<file path="config.mk">
export PLATFORM = sky130hd
export DESIGN_NAME = spi_time_tx
export DESIGN_NICKNAME = d
export VERILOG_FILES = /design/src/rtl/spi_time_tx.sv
export SDC_FILE = /design/constraint.sdc
export NUM_CORES = 1
export LEC_CHECK = 0
export BUFFER_PORTS_ARGS = -buffer_cell sky130_fd_sc_hd__buf_2
export CORE_MARGIN = 1.5
export CORE_UTILIZATION = 33
export CTS_CLUSTER_SIZE = 12
export DETAILED_ROUTE_END_ITERATION = 10
export SLEW_MARGIN = 20
export SYNTH_ARGS = -nofsm -noshare
export SYNTH_HDL_FRONTEND = slang
export SYNTH_SLANG_ARGS = --single-unit
</file>
<file path="constraint.sdc">
create_clock -name clk -period 2 [get_ports clk]
set_clock_uncertainty 0.15 [all_clocks]
set_input_delay 0.3 -clock clk [delete_from_list [all_inputs] [get_ports clk]]
set_output_delay 0.3 -clock clk [all_outputs]
set_load 0.005 [all_outputs]
</file>
<file path="src/rtl/spi_time_tx.sv">
// SPI mode-0 master that sends a sync byte followed by a packed time-of-day payload, MSB first.
// Optional build macro SPI_TIME_TX_CHECKSUM_EN appends an XOR checksum byte (48-bit frame instead of 40).
module spi_time_tx #(
    parameter int          CLKDIV    = 20,
    parameter logic [7:0]  SYNC_BYTE = 8'hA5
) (
    input  logic       clk,
    input  logic       reset_n,
    input  logic       start,
    input  logic [4:0] hour_in,
    input  logic [5:0] minute_in,
    input  logic [5:0] second_in,
    input  logic [3:0] month_in,
    input  logic [4:0] day_in,
    input  logic [5:0] year_in,
    output logic       ready,
    output logic       done,
    output logic       sclk,
    output logic       sdo,
    output logic       cs_n
);

    // state | meaning
    // IDLE  | cs_n high, waiting for start && ready
    // SHIFT | cs_n low, SCLK toggling every CLKDIV cycles, one bit per falling edge
    // HOLD  | cs_n low for CLKDIV cycles after the last falling edge
    // GAP   | cs_n high for CLKDIV cycles before the next frame may start
    typedef enum logic [1:0] {
        S_IDLE  = 2'd0,
        S_SHIFT = 2'd1,
        S_HOLD  = 2'd2,
        S_GAP   = 2'd3
    } state_t;

`ifdef SPI_TIME_TX_CHECKSUM_EN
    localparam int N = 48;
`else
    localparam int N = 40;
`endif

    localparam logic [7:0] CNT_RELOAD = 8'(CLKDIV - 1);
    localparam logic [5:0] BIT_LAST   = 6'(N - 1);

    state_t         r_state;
    state_t         w_state_nxt;
    logic [7:0]     r_cnt;
    logic [5:0]     r_bit;
    logic [N-1:0]   r_shift;
    logic           r_sclk;
    logic           r_ready_en;

    logic           w_tc;
    logic           w_accept;
    logic [31:0]    w_payload;
    logic [N-1:0]   w_frame;

    assign w_tc      = (r_cnt == 8'd0);
    assign w_accept  = start && ready;
    assign w_payload = {hour_in, minute_in, second_in, month_in, day_in, year_in};

`ifdef SPI_TIME_TX_CHECKSUM_EN
    assign w_frame = {SYNC_BYTE, w_payload,
                      w_payload[31:24] ^ w_payload[23:16] ^ w_payload[15:8] ^ w_payload[7:0]};
`else
    assign w_frame = {SYNC_BYTE, w_payload};
`endif

    always_ff @(posedge clk) begin
        if (!reset_n) begin
            r_state <= S_IDLE;
        end else begin
            r_state <= w_state_nxt;
        end
    end

    always_comb begin
        w_state_nxt = r_state;
        case (r_state)
            S_IDLE:  if (w_accept)                                  w_state_nxt = S_SHIFT;
            S_SHIFT: if (w_tc && r_sclk && (r_bit == 6'd0))         w_state_nxt = S_HOLD;
            S_HOLD:  if (w_tc)                                      w_state_nxt = S_GAP;
            S_GAP:   if (w_tc)                                      w_state_nxt = S_IDLE;
            default:                                                w_state_nxt = S_IDLE;
        endcase
    end

    // Done marks the first GAP cycle, which is exactly when cs_n rises.
    always_comb begin
        ready = 1'b0;
        done  = 1'b0;
        sclk  = 1'b0;
        sdo   = 1'b0;
        cs_n  = 1'b1;
        case (r_state)
            S_IDLE: ready = r_ready_en;
            S_SHIFT: begin
                cs_n = 1'b0;
                sclk = r_sclk;
                sdo  = r_shift[N-1];
            end
            S_HOLD: begin
                cs_n = 1'b0;
                sdo  = r_shift[N-1];
            end
            S_GAP: done = (r_cnt == CNT_RELOAD);
            default: ready = 1'b0;
        endcase
    end

    // Half-period timer, bit counter and shift register; SCLK toggles when the timer expires.
    always_ff @(posedge clk) begin
        if (!reset_n) begin
            r_cnt      <= 8'd0;
            r_bit      <= 6'd0;
            r_shift    <= '0;
            r_sclk     <= 1'b0;
            r_ready_en <= 1'b0;
        end else begin
            r_ready_en <= 1'b1;
            case (r_state)
                S_IDLE: begin
                    r_sclk <= 1'b0;
                    if (w_accept) begin
                        r_shift <= w_frame;
                        r_cnt   <= CNT_RELOAD;
                        r_bit   <= BIT_LAST;
                    end
                end
                S_SHIFT: begin
                    if (w_tc) begin
                        r_cnt  <= CNT_RELOAD;
                        r_sclk <= ~r_sclk;
                        if (r_sclk) begin
                            r_shift <= {r_shift[N-2:0], 1'b0};
                            r_bit   <= r_bit - 6'd1;
                        end
                    end else begin
                        r_cnt <= r_cnt - 8'd1;
                    end
                end
                S_HOLD, S_GAP: begin
                    r_sclk <= 1'b0;
                    if (w_tc) begin
                        r_cnt <= CNT_RELOAD;
                    end else begin
                        r_cnt <= r_cnt - 8'd1;
                    end
                end
                default: r_sclk <= 1'b0;
            endcase
        end
    end

endmodule

</file>
Yosys cells after proc, flatten, opt, wreduce, memory -nomap -nowiden
Index checks and enable logic that the tools add are counted.
{"block": "word_totals", "regBits": 58, "latchBits": 0, "ram_bits": 0, "rom_bits": 0, "in_bits": 35, "output_inout_bits": 5, "word_cells": 55, "memories": 0}
{"block": "op_classes", "add_sub_neg": 2, "n_mul": 0, "n_div": 0, "n_lt_le_gt_ge": 0, "eq_ne": 10, "shift": 0, "muxes": 24, "bitwise": 1, "n_reduce_logical": 12}
{"cell": "two-way mux 40 bit", "count": 3}
{"cell": "one-hot mux 40 bit (2 select lines)", "count": 1}
{"cell": "two-way mux 6 bit", "count": 3}
{"cell": "two-way mux 8 bit", "count": 2}
{"cell": "one-hot mux 8 bit (2 select lines)", "count": 1}
{"cell": "!= test 2 bit (second input constant)", "count": 6}
{"cell": "one-hot mux 6 bit (2 select lines)", "count": 1}
{"cell": "== test 8 x 5 -> 1 bit (second input constant)", "count": 1}
{"cell": "logical NOT 8 bit", "count": 1}
{"cell": "two-way mux 2 bit", "count": 4}
{"cell": "one-hot mux 2 bit (4 select lines)", "count": 1}
{"cell": "AND reduction 4 bit", "count": 2}
{"cell": "subtractor 8 x 1 -> 8 bit (second input constant)", "count": 1}
{"cell": "two-way mux 1 bit", "count": 7}
{"cell": "logical NOT 6 bit", "count": 1}
{"cell": "OR reduction 3 bit", "count": 2}
{"cell": "subtractor 6 x 1 -> 6 bit (second input constant)", "count": 1}
{"cell": "== test 2 bit (second input constant)", "count": 2}
{"cell": "logical AND 1 bit", "count": 3}
{"cell": "== test 2 x 1 -> 1 bit (second input constant)", "count": 1}
{"cell": "logical NOT 2 bit", "count": 1}
{"cell": "one-hot mux 1 bit (2 select lines)", "count": 1}
{"cell": "nonzero test 2 bit", "count": 1}
{"cell": "OR reduction 2 bit", "count": 1}
{"cell": "NOT 1 bit", "count": 1}

Logic depth before layout (Yosys ltp)
{"block": "depth", "word_depth": 5, "ltp_mapped": 8, "ltp_nobuf": 6}

Least setup slack after synthesis
OpenSTA, ideal clock, no wires.
{"block": "synth_path", "path_type": "register to register", "startpoint": "register r_state[0]", "endpoint": "register r_shift[10]", "arrival_time_ps": 1751, "t_required_ps": 1764, "setup_slack_ps": 14, "stages_incl_launch_ff": 8, "path_buffers": 2, "period_less_slack_ps": 1986, "cell_sequence": "dfxtp_1 -> inv_1 -> ha_1 -> a21bo_2 -> clkbuf_1 -> clkbuf_1 -> a21oi_1 -> a211oi_1"}
{"block": "synth_between", "elab_chain_cells": 5, "word_cells_on_any_way": 10, "classes_between": "eq/ne: 4; mux: 2; reduce/logical: 4"}
{"item": "start: declaration", "line_no": "44", "text": "state_t r_state;"}
{"item": "start signal: assignment", "line_no": "72", "text": "r_state <= w_state_nxt;"}
{"item": "logical NOT 2 bit", "line_no": "94, 120"}
{"item": "two-way mux 1 bit", "line_no": "94", "text": "case (r_state)"}
{"item": "logical AND 1 bit", "line_no": "58", "text": "assign w_accept = start && ready;"}
{"item": "!= test 2 bit (no line)"}
{"item": "AND reduction 4 bit (no line)"}
{"item": "end signal: assignment", "line_no": "124", "text": "r_shift <= w_frame;"}
{"item": "end signal: assignment", "line_no": "134", "text": "r_shift <= {r_shift[N-2:0], 1'b0};"}
{"item": "end: declaration", "line_no": "48", "text": "logic [N-1:0] r_shift;"}
Several ways; a longest one is shown, not always the timed one.
A chain may end at the register's enable or synchronous reset.

Final worst setup path
{"block": "layout_path", "startpoint": "register r_cnt[0]", "endpoint": "register r_state[1]"}
{"block": "layout_between", "elab_chain_cells": 5, "word_cells_on_any_way": 7, "classes_between": "eq/ne: 3; reduce/logical: 4"}
{"item": "start: declaration", "line_no": "46", "text": "logic [7:0] r_cnt;"}
{"item": "start signal: assignment", "line_no": "138", "text": "r_cnt <= r_cnt - 8'd1;"}
{"item": "start signal: assignment", "line_no": "146", "text": "r_cnt <= r_cnt - 8'd1;"}
{"item": "logical NOT 8 bit *", "line_no": "57", "text": "assign w_tc = (r_cnt == 8'd0);"}
{"item": "logical AND 1 bit (2 in series)", "line_no": "80", "text": "S_SHIFT: if (w_tc && r_sclk && (r_bit == 6'd0)) w_state_nxt = S_HOLD;"}
{"item": "!= test 2 bit (no line)"}
{"item": "AND reduction 4 bit (no line) *"}
Mark *: on every way between the ends. The rest lies on a longest branch, timed or not.

==> results.sh <==
export IMPL_min_period_ps=1937
export IMPL_p_leak_uw=0.001491
export IMPL_crit_top_cell="buf_4"
export IMPL_seq_area_um2=1165
export IMPL_rows=33
export IMPL_setup_viol=0
export IMPL_ir_drop_mv=0.6280
export IMPL_power_total_uw=7609
export IMPL_holdWs_ps=44.98
export IMPL_highest_layer="met4"
export IMPL_syn_nets=354
export IMPL_totalWireLength_um=7167
export IMPL_antenna_found_initial=0
export IMPL_core_um2=8299
export IMPL_grt_usage_pct=16.16
export IMPL_fmaxAchievable_mhz=516.1
export IMPL_setup_tns_ps=0
export IMPL_cp_arrival_ps=2050
export IMPL_netlist_area_um2=2848
export IMPL_ys_ff_latch=58
export IMPL_gp_congestion=0.7865
export IMPL_cp_max_fo=3
export IMPL_grt_max_degree=45
export IMPL_n_fill_cell=784
export IMPL_p_per_area_nw_per_um2=2002
export IMPL_drc=0
export IMPL_cts_tree="built"
export IMPL_min_path_type="input pin to flip-flop"
export IMPL_path_clk_slew_ps=70
export IMPL_synth_top_cell_area_share_pct=40.77
export IMPL_grt_overflow_total=0
export IMPL_endpoint_kind="flip-flop"
export IMPL_max_stage_delay_ps=330
export IMPL_timing_final_crit_share_pct=96.87
export IMPL_tightest_slew_ps=434.9
export IMPL_drv_slew=0
export IMPL_cts_max_level=3
export IMPL_drive_above_1_share_pct=32.28
export IMPL_yosys_warnings=0
export IMPL_crit_slowest_cell="dfxtp_2"
export IMPL_via_per_inst=5.215
export IMPL_critical_path_class="flip-flop to flip-flop"
export IMPL_synth_main_ff_cell="dfxtp_1"
export IMPL_grt_pass1_vias=2336
export IMPL_syn_avg_cell_area_um2=9.246
export IMPL_initial_core_util_pct=34.31
export IMPL_postRouteAntennaNets=0
export IMPL_final_area_um2=3800
export IMPL_wl_per_cell_um=14.84
export IMPL_cts_buffers=9
export IMPL_yosysUniqueCellTypes=40
export IMPL_first_pass_iters=4
export IMPL_fp_dieH_um=95.90
export IMPL_worstPathRequired_ps=2110
export IMPL_num_vias=2519
export IMPL_synth_edf_count=0
export IMPL_clk_latency_ps=340
export IMPL_layout_common_cells="55 x dfxtp_1, 43 x a21oi_1, 39 x buf_2"
export IMPL_area_delta_synth_final_pct=33.44
export IMPL_wl_met3_um=309
export IMPL_die_w_um=95.90
export IMPL_syn_inst=308
export IMPL_yosysTopAreaCell="dfxtp_1"
export IMPL_numPortBuffers=39
export IMPL_slew_headroom_pct=70.83
export IMPL_status="finished, final reports clean"
export IMPL_grt_pass1_wl_um=11300
export IMPL_die_area_um2=9196
export IMPL_crit_path_cell_trace="inv_2 > ha_4 > nor4b_4 > buf_4 > buf_4 > nand2_1 > o32ai_2 > buf_4 > mux2i_1"
export IMPL_final_common_cell="dfxtp_1"
export IMPL_hold_viol_final=0
export IMPL_place_area_um2=3316
export IMPL_ys_seq_area_share_pct=40.77
export IMPL_wl_met1_um=3435
export IMPL_multi_input_area_um2=1650
export IMPL_io_pins=40
export IMPL_wl_met2_um=3295
export IMPL_cts_root_buf="clkbuf_8"
export IMPL_cap_violations=0
export IMPL_synth_area_leaders="dfxtp_1 41%, mux2i_1 13%, a211oi_1 8.4%, a21oi_1 7.9%, ha_1 4.8%"
export IMPL_synth_async_reset_ratio_pct=0
export IMPL_startpoint_type="flip-flop"
export IMPL_fin_nets=419
export IMPL_cts_sinks=58
export IMPL_final_util_pct=45.79
export IMPL_dp_hpwl_um=4430
export IMPL_dr_first_iter_drc_count=114
export IMPL_cts_buffer_depth=2
export IMPL_antenna_cells=0
routing by layer:
| metal | GRT usage (%) | vias up |
|---|---|---|
| met5 | 0 | - |
| met2 | 23.88 | 47 |
| met1 | 20.89 | 1192 |
| li1 | - | 1270 |
| met3 | 5.766 | 10 |
| met4 | 7.475 | 0 |
layout make-up:
type                            count  area share, %
Clock buffer                       10          3.622
Tap cell                          105          3.457
Sequential cell                    58          30.66
Multi-Input combinational cell    213          43.43
Timing Repair Buffer               78          15.18
Clock inverter                      6          2.371
Inverter                           13          1.284
cell usage after synthesis (2+ instances only):
cell type and instances:
a211oi_1 32, a21oi_1 45, o211ai_1 2, inv_1 13, clkbuf_1 17, dfxtp_1 58, and2_1 3, xor2_1 5
mux2i_1 36, a31oi_1 2, a311oi_1 6, buf_2 8, nand4_1 5, ha_1 11, or3_1 2, o21ai_0 8
nand4b_1 3, nand3_1 8, nand2_1 6, nor2_1 13, nor4_1 2, and3_1 3, nor2b_1 2, nor3_1 2
logic make-up (layout without fill, tap and decap cells):
kind of cell | after synthesis | after routing | synth area share (%)
AO/OA/AOI/OAI | 101 | 101 | 22.41
flip-flops | 58 | 58 | 40.77
AND/OR/NAND/NOR | 58 | 59 | 12.13
buffers and inverters | 38 | 107 | 5.360
multiplexers | 36 | 36 | 12.65
adder cells (fa/ha/maj) | 11 | 11 | 4.833
XOR/XNOR | 6 | 6 | 1.845
flip-flops by register name (all words and copies together), names as in the netlist:
signal and cells:
r_cnt 8, r_shift 40, r_ready_en 1, r_bit 6
r_sclk 1, r_state 2
worst max-delay path, delay by kind of cell (launching register included):
family / cells / cell delay (ps)
AO/OA/AOI/OAI: 1 / 240
flip-flops: 1 / 330
adder cells (fa/ha/maj): 1 / 120
AND/OR/NAND/NOR: 2 / 290
multiplexers: 1 / 180
buffers and inverters: 4 / 540
path summary, 6_finish.rpt:
kind,depth (start not counted),to,slack (ps),start
min reg2reg,2,r_shift[38],310,r_shift[37]
min,1,r_ready_en,40,reset_n
max reg2reg,9,r_state[1],60,r_cnt[0]
max,9,r_state[1],60,r_cnt[0]
per-stage QoR:
step                cells  worst slack [ps]
floorplan             308             13.84
global placement      456            -110.5
detailed placement    456            -168.7
CTS                   476             7.061
global route          483            -4.126
finish                483             62.56
report_power, final:
group	switching (uW)	internal (uW)
clock	506	737
combinational	2280	2150
sequential	304	1630
total	3090	4520
what timing repair did:
item / 4_1_cts / 5_1_grt
hold buffers: 0 / 0
setup buffers: 2 / 7
gates resized for setup: 16 / 20
cloned: 2 / 0
pin swaps: 0 / 5
endpoints found under the setup margin: 36 / 52
Note: power is estimated with default switching activity, not from simulation.
